### src/rtl/idma_backend_rr_scheduler_if.sv
// Handshake bundle between NumReq iDMA frontends, the shared backend and the
// round-robin scheduler that sits between them.
interface idma_backend_rr_scheduler_if #(
  parameter int  NumReq     = 4,
  parameter type idma_req_t = logic
);
  idma_req_t           req_i [NumReq];
  logic [NumReq-1:0]   req_valid_i;
  logic [NumReq-1:0]   req_ready_o;
  idma_req_t           be_req_o;
  logic                be_valid_o;
  logic                be_ready_i;
  logic                be_rsp_valid_i;
  logic                be_rsp_ready_o;
  logic [NumReq-1:0]   rsp_valid_o;
  logic [NumReq-1:0]   rsp_ready_i;

  modport master (
    input  req_i, req_valid_i, be_ready_i, be_rsp_valid_i, rsp_ready_i,
    output req_ready_o, be_req_o, be_valid_o, be_rsp_ready_o, rsp_valid_o
  );

  modport slave (
    output req_i, req_valid_i, be_ready_i, be_rsp_valid_i, rsp_ready_i,
    input  req_ready_o, be_req_o, be_valid_o, be_rsp_ready_o, rsp_valid_o
  );
endinterface

### src/rtl/idma_backend_rr_scheduler.sv
// Round-robin sharing of one iDMA backend; an in-order owner FIFO routes each
// completion pulse back to the frontend that issued the transfer.
module idma_backend_rr_scheduler #(
  parameter int  NumReq         = 4,
  parameter int  MaxOutstanding = 8,
  parameter type idma_req_t     = logic,
  parameter int  CntWidth       = $clog2(MaxOutstanding + 1)
) (
  input  logic                        clk_i,
  input  logic                        rst_i,
  idma_backend_rr_scheduler_if.master bus,
  output logic [CntWidth-1:0]         outstanding_o,
  output logic                        busy_o
);
  localparam int IdxW = (NumReq > 1) ? $clog2(NumReq) : 1;
  localparam int PtrW = (MaxOutstanding > 1) ? $clog2(MaxOutstanding) : 1;
  localparam logic [CntWidth-1:0] FullCnt = CntWidth'(MaxOutstanding);

  typedef enum logic {ST_ARB, ST_LOCKED} state_e;

  state_e              state_reg, state_next;
  logic [IdxW-1:0]     lock_idx_reg, lock_idx_next;
  logic [IdxW-1:0]     prio_reg;
  logic [PtrW-1:0]     wr_ptr_reg, rd_ptr_reg;
  logic [CntWidth-1:0] fill_reg;
  logic [IdxW-1:0]     owner_mem [MaxOutstanding];

  logic [IdxW-1:0]     scan_idx, rr_grant, grant, head;
  logic                rr_found, lock_hold, grant_valid, arb_en, be_valid;
  logic                push, pop, empty, be_rsp_ready;
  logic [NumReq-1:0]   req_ready, rsp_valid;
  idma_req_t           be_req;

  // First valid requester scanning upward from prio, wrapping modulo NumReq.
  always_comb begin
    rr_grant = '0;
    rr_found = 1'b0;
    scan_idx = '0;
    for (int k = 0; k < NumReq; k++) begin
      scan_idx = IdxW'((int'(prio_reg) + k) % NumReq);
      if (!rr_found && bus.req_valid_i[scan_idx]) begin
        rr_grant = scan_idx;
        rr_found = 1'b1;
      end
    end
  end

  // A stalled grant stays frozen; if its owner drops valid the lock falls away.
  assign lock_hold   = (state_reg == ST_LOCKED) && bus.req_valid_i[lock_idx_reg];
  assign grant       = lock_hold ? lock_idx_reg : rr_grant;
  assign grant_valid = lock_hold || rr_found;
  assign arb_en      = (fill_reg != FullCnt);
  assign be_valid    = arb_en && grant_valid;
  assign push        = be_valid && bus.be_ready_i;

  assign empty        = (fill_reg == '0);
  assign head         = owner_mem[rd_ptr_reg];
  assign be_rsp_ready = !empty && bus.rsp_ready_i[head];
  assign pop          = bus.be_rsp_valid_i && be_rsp_ready;

  assign be_req = bus.req_i[grant];

  generate
    for (genvar gi = 0; gi < NumReq; gi++) begin : g_route
      assign req_ready[gi] = push && (grant == IdxW'(gi));
      assign rsp_valid[gi] = bus.be_rsp_valid_i && !empty && (head == IdxW'(gi));
    end
  endgenerate

  assign bus.be_req_o       = be_req;
  assign bus.be_valid_o     = be_valid;
  assign bus.req_ready_o    = req_ready;
  assign bus.rsp_valid_o    = rsp_valid;
  assign bus.be_rsp_ready_o = be_rsp_ready;
  assign outstanding_o      = fill_reg;
  assign busy_o             = !empty || be_valid;

  always_comb begin
    state_next    = ST_ARB;
    lock_idx_next = lock_idx_reg;
    if (be_valid && !bus.be_ready_i) begin
      state_next    = ST_LOCKED;
      lock_idx_next = grant;
    end
  end

  always_ff @(posedge clk_i) begin
    if (rst_i) begin
      state_reg    <= ST_ARB;
      lock_idx_reg <= '0;
      prio_reg     <= '0;
      wr_ptr_reg   <= '0;
      rd_ptr_reg   <= '0;
      fill_reg     <= '0;
    end else begin
      state_reg    <= state_next;
      lock_idx_reg <= lock_idx_next;
      if (push) begin
        prio_reg   <= (grant == IdxW'(NumReq - 1)) ? '0 : grant + 1'b1;
        wr_ptr_reg <= (wr_ptr_reg == PtrW'(MaxOutstanding - 1)) ? '0 : wr_ptr_reg + 1'b1;
      end
      if (pop) begin
        rd_ptr_reg <= (rd_ptr_reg == PtrW'(MaxOutstanding - 1)) ? '0 : rd_ptr_reg + 1'b1;
      end
      if (push && !pop) begin
        fill_reg <= fill_reg + 1'b1;
      end else if (pop && !push) begin
        fill_reg <= fill_reg - 1'b1;
      end
    end
  end

  always_ff @(posedge clk_i) begin
    if (push) begin
      owner_mem[wr_ptr_reg] <= grant;
    end
  end

`ifndef SYNTHESIS
  lock_drop_a: assert property (@(posedge clk_i) disable iff (rst_i)
    (state_reg == ST_LOCKED) |-> bus.req_valid_i[lock_idx_reg]);
  rsp_empty_a: assert property (@(posedge clk_i) disable iff (rst_i)
    bus.be_rsp_valid_i |-> !empty);
`endif
endmodule

### src/flat_wrapper.sv
// flat-port wrapper written by rule: the top's interface ports become plain ports
module idma_backend_rr_scheduler_flat 
#(
  parameter int  NumReq         = 4,
  parameter int  MaxOutstanding = 8,
  parameter type idma_req_t     = logic,
  parameter int  CntWidth       = $clog2(MaxOutstanding + 1)
)
  (clk_i, rst_i, outstanding_o, busy_o, bus_req_i, bus_req_valid_i, bus_be_ready_i, bus_be_rsp_valid_i, bus_rsp_ready_i, bus_req_ready_o, bus_be_req_o, bus_be_valid_o, bus_be_rsp_ready_o, bus_rsp_valid_o);
  idma_backend_rr_scheduler_if #(.NumReq(NumReq), .idma_req_t(idma_req_t)) bus_i ();
  input  logic clk_i;
  input  logic rst_i;
  output logic [CntWidth-1:0] outstanding_o;
  output logic busy_o;
  input wire logic [$bits(bus_i.req_i)-1:0] bus_req_i;
  input wire logic [$bits(bus_i.req_valid_i)-1:0] bus_req_valid_i;
  input wire logic [$bits(bus_i.be_ready_i)-1:0] bus_be_ready_i;
  input wire logic [$bits(bus_i.be_rsp_valid_i)-1:0] bus_be_rsp_valid_i;
  input wire logic [$bits(bus_i.rsp_ready_i)-1:0] bus_rsp_ready_i;
  output wire logic [$bits(bus_i.req_ready_o)-1:0] bus_req_ready_o;
  output wire logic [$bits(bus_i.be_req_o)-1:0] bus_be_req_o;
  output wire logic [$bits(bus_i.be_valid_o)-1:0] bus_be_valid_o;
  output wire logic [$bits(bus_i.be_rsp_ready_o)-1:0] bus_be_rsp_ready_o;
  output wire logic [$bits(bus_i.rsp_valid_o)-1:0] bus_rsp_valid_o;
  assign bus_i.req_i = {>>{bus_req_i}};
  assign bus_i.req_valid_i = bus_req_valid_i;
  assign bus_i.be_ready_i = bus_be_ready_i;
  assign bus_i.be_rsp_valid_i = bus_be_rsp_valid_i;
  assign bus_i.rsp_ready_i = bus_rsp_ready_i;
  assign bus_req_ready_o = bus_i.req_ready_o;
  assign bus_be_req_o = bus_i.be_req_o;
  assign bus_be_valid_o = bus_i.be_valid_o;
  assign bus_be_rsp_ready_o = bus_i.be_rsp_ready_o;
  assign bus_rsp_valid_o = bus_i.rsp_valid_o;
  idma_backend_rr_scheduler #(.NumReq(NumReq), .MaxOutstanding(MaxOutstanding), .idma_req_t(idma_req_t), .CntWidth(CntWidth)) u_core (.clk_i(clk_i), .rst_i(rst_i), .bus(bus_i), .outstanding_o(outstanding_o), .busy_o(busy_o));
endmodule
### config.mk
export PLATFORM = sky130hd
export DESIGN_NAME = idma_backend_rr_scheduler_flat
export DESIGN_NICKNAME = d
export VERILOG_FILES = /design/src/rtl/idma_backend_rr_scheduler_if.sv /design/src/rtl/idma_backend_rr_scheduler.sv /design/src/flat_wrapper.sv
export SDC_FILE = /design/constraint.sdc
export NUM_CORES = 1
export LEC_CHECK = 0
export ABC_AREA = 1
export CAP_MARGIN = 10
export CORE_MARGIN = 3
export CORE_UTILIZATION = 30
export DETAILED_ROUTE_END_ITERATION = 10
export GPL_ROUTABILITY_DRIVEN = 0
export SLEW_MARGIN = 20
export SYNTH_ARGS = -nofsm -noshare
export SYNTH_HDL_FRONTEND = slang
export SYNTH_SLANG_ARGS = --single-unit
export TNS_END_PERCENT = 20
### constraint.sdc
create_clock -name clk_i -period 2.57 [get_ports clk_i]
set_input_delay 0.514 -clock clk_i [delete_from_list [all_inputs] [get_ports clk_i]]
set_output_delay 0.514 -clock clk_i [all_outputs]
set_load 0.03 [all_outputs]
# == Word-level counts from Yosys, hierarchy flattened ==
# Memory sizes are Yosys's and may differ from the RTL's. A register that Yosys moved wholly into a read port is not among the register bits.
# Cells that the tools add are included.
# op_classes
bitwise,1
n_eq_ne,9
mux,34
addsub,8
reduce_logical,33
magnitude_cmp,7
# ops
op,count
1-bit logical AND,20
2-bit by 3-bit less-than comparator with 1-bit output (second input constant),6
1-bit two-way mux,15
1-bit binary-select mux with 2-bit select,7
2-bit two-way mux,6
3-bit two-way mux,4
2-bit == test (second input constant),4
4-bit two-way mux,2
1-bit logical NOT,7
3-bit by 1-bit adder with 3-bit output (second input constant),2
3-bit == test (second input constant),2
2-bit by 1-bit adder with 2-bit output (second input constant),2
2-bit adder (second input constant),2
4-bit by 1-bit adder with 4-bit output (second input constant),1
2-bit by 1-bit == test with 1-bit output (second input constant),2
2-bit logical NOT,2
4-bit logical NOT,1
4-bit != test (second input constant),1
4-bit by 1-bit subtractor with 4-bit output (second input constant),1
3-bit greater-or-equal comparator (second input constant),1
2-bit NOT with 3-bit output,1
1-bit logical OR,2
2-bit nonzero test,1
# word_totals
wordCells,99
out_inout_bits,16
n_memories,1
mem_bits_rw,16
in_bits,16
reg_bits,15
# mem_list
memory,words,word_bits,read_ports,rd_clocked_by_memory_dff,wr,line,rtl
u_core.owner_mem,8,2,1,1,1,idma_backend_rr_scheduler.sv:26,logic [IdxW-1:0] owner_mem [MaxOutstanding];

# == Depth between registers and ports, before layout ==
# depth
depth_word,19
mapped_depth,22
mapped_depth_nobuf,21

# == Least setup slack after synthesis ==
# No wires, ideal clock.
# synth_path
path_kind,input to register
startpoint,input port bus_req_valid_i[0]
endpoint,register u_core.fill_reg[3] (netlist: u_core.outstanding_o[3])
n_path_buf,0
arrival_time_ns,2.356
slack_ns,0.094
setup_ns,0.119
path_stages,19
t_required_ns,2.451
path_cell_list,inv_1 nand2_1 nand2_1 o21ai_1 inv_2 nand3b_4 nand3_4 inv_4 ha_1 inv_1 ha_1 nand2_1 nand2_1 a21oi_1 nor2_1 nor2_1 nand2_1 o21ai_0 a21oi_1
# synth_between
elab_chain_len,18
elab_cells_between_ends,29
cone_classes,mux: 15; reduce/logical: 14
# synth_rtl
element,line,rtl
from (decl),flat_wrapper.sv:16,input wire logic [$bits(bus_i.req_valid_i)-1:0] bus_req_valid_i;
1-bit binary-select mux with 2-bit select,idma_backend_rr_scheduler.sv:41,if (!rr_found && bus.req_valid_i[scan_idx]) begin
1-bit two-way mux (implied by the code),idma_backend_rr_scheduler.sv:41,
1-bit two-way mux,idma_backend_rr_scheduler.sv:41,
1-bit logical NOT,idma_backend_rr_scheduler.sv:41,
1-bit logical AND,idma_backend_rr_scheduler.sv:41,
1-bit two-way mux,idma_backend_rr_scheduler.sv:41,
1-bit logical NOT,idma_backend_rr_scheduler.sv:41,
1-bit logical AND,idma_backend_rr_scheduler.sv:41,
(+3 left out),--,
1-bit two-way mux,idma_backend_rr_scheduler.sv:41,
1-bit logical OR *,idma_backend_rr_scheduler.sv:51,assign grant_valid = lock_hold || rr_found;
1-bit logical AND *,idma_backend_rr_scheduler.sv:53,assign be_valid = arb_en && grant_valid;
1-bit logical AND *,idma_backend_rr_scheduler.sv:54,assign push = be_valid && bus.be_ready_i;
named net u_core.push,idma_backend_rr_scheduler.sv:30,"logic push, pop, empty, be_rsp_ready;"
1-bit logical NOT,idma_backend_rr_scheduler.sv:107,end else if (pop && !push) begin
1-bit logical AND,idma_backend_rr_scheduler.sv:107,
2-bit nonzero test (no line),--,
to (signal assigned),idma_backend_rr_scheduler.sv:106,fill_reg <= fill_reg + 1'b1;
to (signal assigned),idma_backend_rr_scheduler.sv:108,fill_reg <= fill_reg - 1'b1;
to (decl),idma_backend_rr_scheduler.sv:25,logic [CntWidth-1:0] fill_reg;
# The timed path passes the listed nets; every way through them passes the cells marked *. The select of a mux whose other input is x is not followed.
# A chain may end at the register's enable or synchronous reset.

==> impl_metrics.py <==
metrics = {
    "clock_network": {
        "clock_path_buffers": 2,
        "cts_sinks": 34,
        "htree_levels": 2,
        "clock_latency_ns": 0.29,
        "ctsHoldBuffers": 0,
        "clockRootBuffer": "clkbuf_8",
        "cts_tree": "built",
        "cts.clk_slew.worst_paths_ns": 0.07,
        "cts_inserted_buffers": 5,
    },
    "route": {
        "drt-initial-drc-count": 104,
        "drc": 0,
        "via_per_inst": 4.38,
        "num_vias": 2092,
        "routed_wl_mm": 5.34,
        "wl_per_cell_microns": 11.2,
        "antenna_left": 0,
        "firstDrtPassIters": 4,
    },
    "cells_and_area": {
        "layout_commonest_cell": "nand2_1",
        "synthToLayoutAreaGrowth_pct": 48.0,
        "top_register": "u_core.owner_mem",
        "final_cell_mix": "nand2_1, inv_1, buf_4",
        "fill_cells": 703,
        "num-nets-final": 409,
        "drive_gt1_frac": 0.385,
        "num_antenna_cells": 0,
        "largest_register_ffs": 16,
    },
    "floorplan": {
        "num_rows": 30,
        "coreArea_sq_mm": 0.00698,
        "die_area_sq_mm": 0.00848,
        "initial_utilization": 0.319,
        "die_h_microns": 92.1,
        "fp.dieW_microns": 92.1,
        "ios": 32,
    },
    "global_route": {
        "grt_max_degree": 12,
        "grt_pass1_wl_mm": 8.67,
        "grt_pass1_vias": 2043,
        "overflow": 0,
        "antenna_found_initial": 0,
        "grt_util_all_layers": 0.125,
    },
    "timing": {
        "fin_worst_skew_ns": 0.00473,
        "rsz0062_at_grt": "yes",
        "fmax_mhz": 387,
        "final.period_utilization": 1.00,
        "fin_ws_ns": -0.0112,
        "maxSlewViolCount": 0,
        "hold_viol": 0,
        "finalSetupTns_ns": -0.0320,
        "slew_headroom": 0.790,
        "whs_ns": 0.527,
        "period_minus_slack_ns": 2.58,
        "tightest_slew_ns": 0.313,
        "setup_viol": 5,
    },
    "run_status": {
        "violations": "negative setup slack",
        "status": "finished, violations left",
    },
    "placement": {
        "port_buffers": 31,
        "dp_hpwl_mm": 3.88,
        "dp_slack_ns": -0.457,
    },
    "yosys": {
        "synth.ff_latch_count": 34,
        "ys_types": 34,
        "syn_area_per_cell_sq_um": 7.29,
        "synth_seq_area_share": 0.378,
        "yosys_warnings": 0,
        "syn_inst": 305,
        "syn_nets": 333,
        "synth_edf_count": 16,
        "synth_flop_cell": "dfxtp_1",
        "syn_area_sq_mm": 0.00222,
        "async_flop_share": 0,
    },
    "setup_path": {
        "path_cells": "buf_12 -> clkinv_8 -> nand2_1 -> nand3_1 -> nand3_1 -> nand2_2 -> nand3_2 -> nand2_2 -> nor2_4 -> nand3_4 -> ha_4 -> inv_4 -> ha_4 -> nand2_1 -> nand2_1 -> a21oi_2 -> nor2_1 -> nor2_1 -> nand2_1 -> o21ai_1 -> a21oi_1",
        "r2r_slack_ns": -0.01,
        "required_ns": 2.75,
        "worst-setup-path-type": "flip-flop to flip-flop",
        "crit_arrival_ns": 2.76,
        "cp_common_cell": "nand2_1",
        "crit_path_max_fanout": 8,
        "startpoint_type": "flip-flop",
        "cp-end-kind": "flip-flop",
        "cpPeakStageDelay_ns": 0.38,
        "r2r-end": "u_core.outstanding_o[3]",
        "cpMaxStageDelayCell": "dfxtp_4",
        "rr_worst_depth": 21,
    },
    "job": {
        "maxCapViolCount": 0,
    },
    "worst_hold_path": {
        "hp-start": "u_core.wr_ptr_reg[0]",
        "hold_end": "u_core.wr_ptr_reg[0]",
        "min_path_type": "flip-flop to flip-flop",
        "min_path_cells": 2,
    },
}
==> what timing repair did <==
action | CTS | global route
buffers inserted | 7 | 2
resized for setup | 37 | 59
pin swaps | 11 | 33
setup endpoints to repair | 9 | 10
gates cloned | 2 | 1
==> cells in the mapped netlist (2+ instances only) <==
master | number | area (sq um)
nand2_1 | 84 | 315
inv_1 | 54 | 203
nand3_1 | 26 | 130
nor2_1 | 24 | 90.1
dfxtp_1 | 18 | 360
edfxtp_1 | 16 | 480
nand2_2 | 13 | 81.3
a21oi_1 | 11 | 55.1
ha_1 | 11 | 138
o21ai_0 | 6 | 30.0
inv_2 | 5 | 18.8
nand3_2 | 4 | 40.0
nor3_1 | 4 | 20.0
o21ai_1 | 4 | 20.0
nand4_1 | 3 | 18.8
a21oi_2 | 2 | 17.5
nand2_4 | 2 | 22.5
xor2_1 | 2 | 17.5
==> per-stage QoR <==
stage	std cells	instance area [sq um]	utilization
global route	478	3290	0.472
floorplan	305	2220	-
finish	478	3290	0.472
detailed placement	458	2830	0.406
global placement	458	2830	0.406
CTS	475	3050	0.437
==> cell families after synthesis <==
family | synth area share
flip-flops | 0.378
adder cells (fa/ha/maj) | 0.0709
XOR/XNOR | 0.00788
AND/OR/NAND/NOR | 0.362
AO/OA/AOI/OAI | 0.0647
buffers and inverters | 0.116
==> worst max-delay path by stage <==
| stage | from | end | slack [ns] | cells past startpoint |
|---|---|---|---|---|
| finish | flip-flop | u_core.outstanding_o[3] | -0.01 | 21 |
| CTS | u_core.prio_reg[0] | bus_req_ready_o[0] | -0.03 | 16 |
| detailed placement | bus_req_valid_i[0] | u_core.outstanding_o[3] | -0.46 | 20 |
| global placement | bus_req_valid_i[2] | u_core.outstanding_o[3] | -0.38 | 20 |
| global route | flip-flop | u_core.outstanding_o[3] | -0.23 | 21 |
| floorplan | bus_req_valid_i[0] | u_core.outstanding_o[3] | 0.09 | 19 |
==> layout make-up <==
type / count / area [sq um] / share of cell area
Inverter: 62 / 253 / 0.0768
Clock buffer: 5 / 68.8 / 0.0209
Clock inverter: 3 / 16.3 / 0.00494
Timing Repair inverter: 1 / 7.51 / 0.00228
Multi-Input combinational cell: 207 / 1350 / 0.410
Tap cell: 96 / 120 / 0.0365
Sequential cell: 34 / 853 / 0.259
Timing Repair Buffer: 70 / 624 / 0.190
==> per-layer routing <==
metal,up-vias,routed length [microns],global-route usage
met1,930,2320,0.140
li1,1111,-,-
met3,12,174,0.0230
met5,-,0,0
met2,39,2730,0.234
met4,0,117,0.0458
==> worst max-delay path, delay by kind of cell, from the launching register on <==
family	cells	cell delay (ns)
buffers and inverters	3	0.25
AOI/OAI and AO/OA	3	0.32
and+or+nand+nor	13	1.14
adders and majority gates	2	0.37
DFF	1	0.38
Power is left out: the tool's default activity adds up to more than one toggle a clock period on the data nets, which glitch-free logic cannot reach.
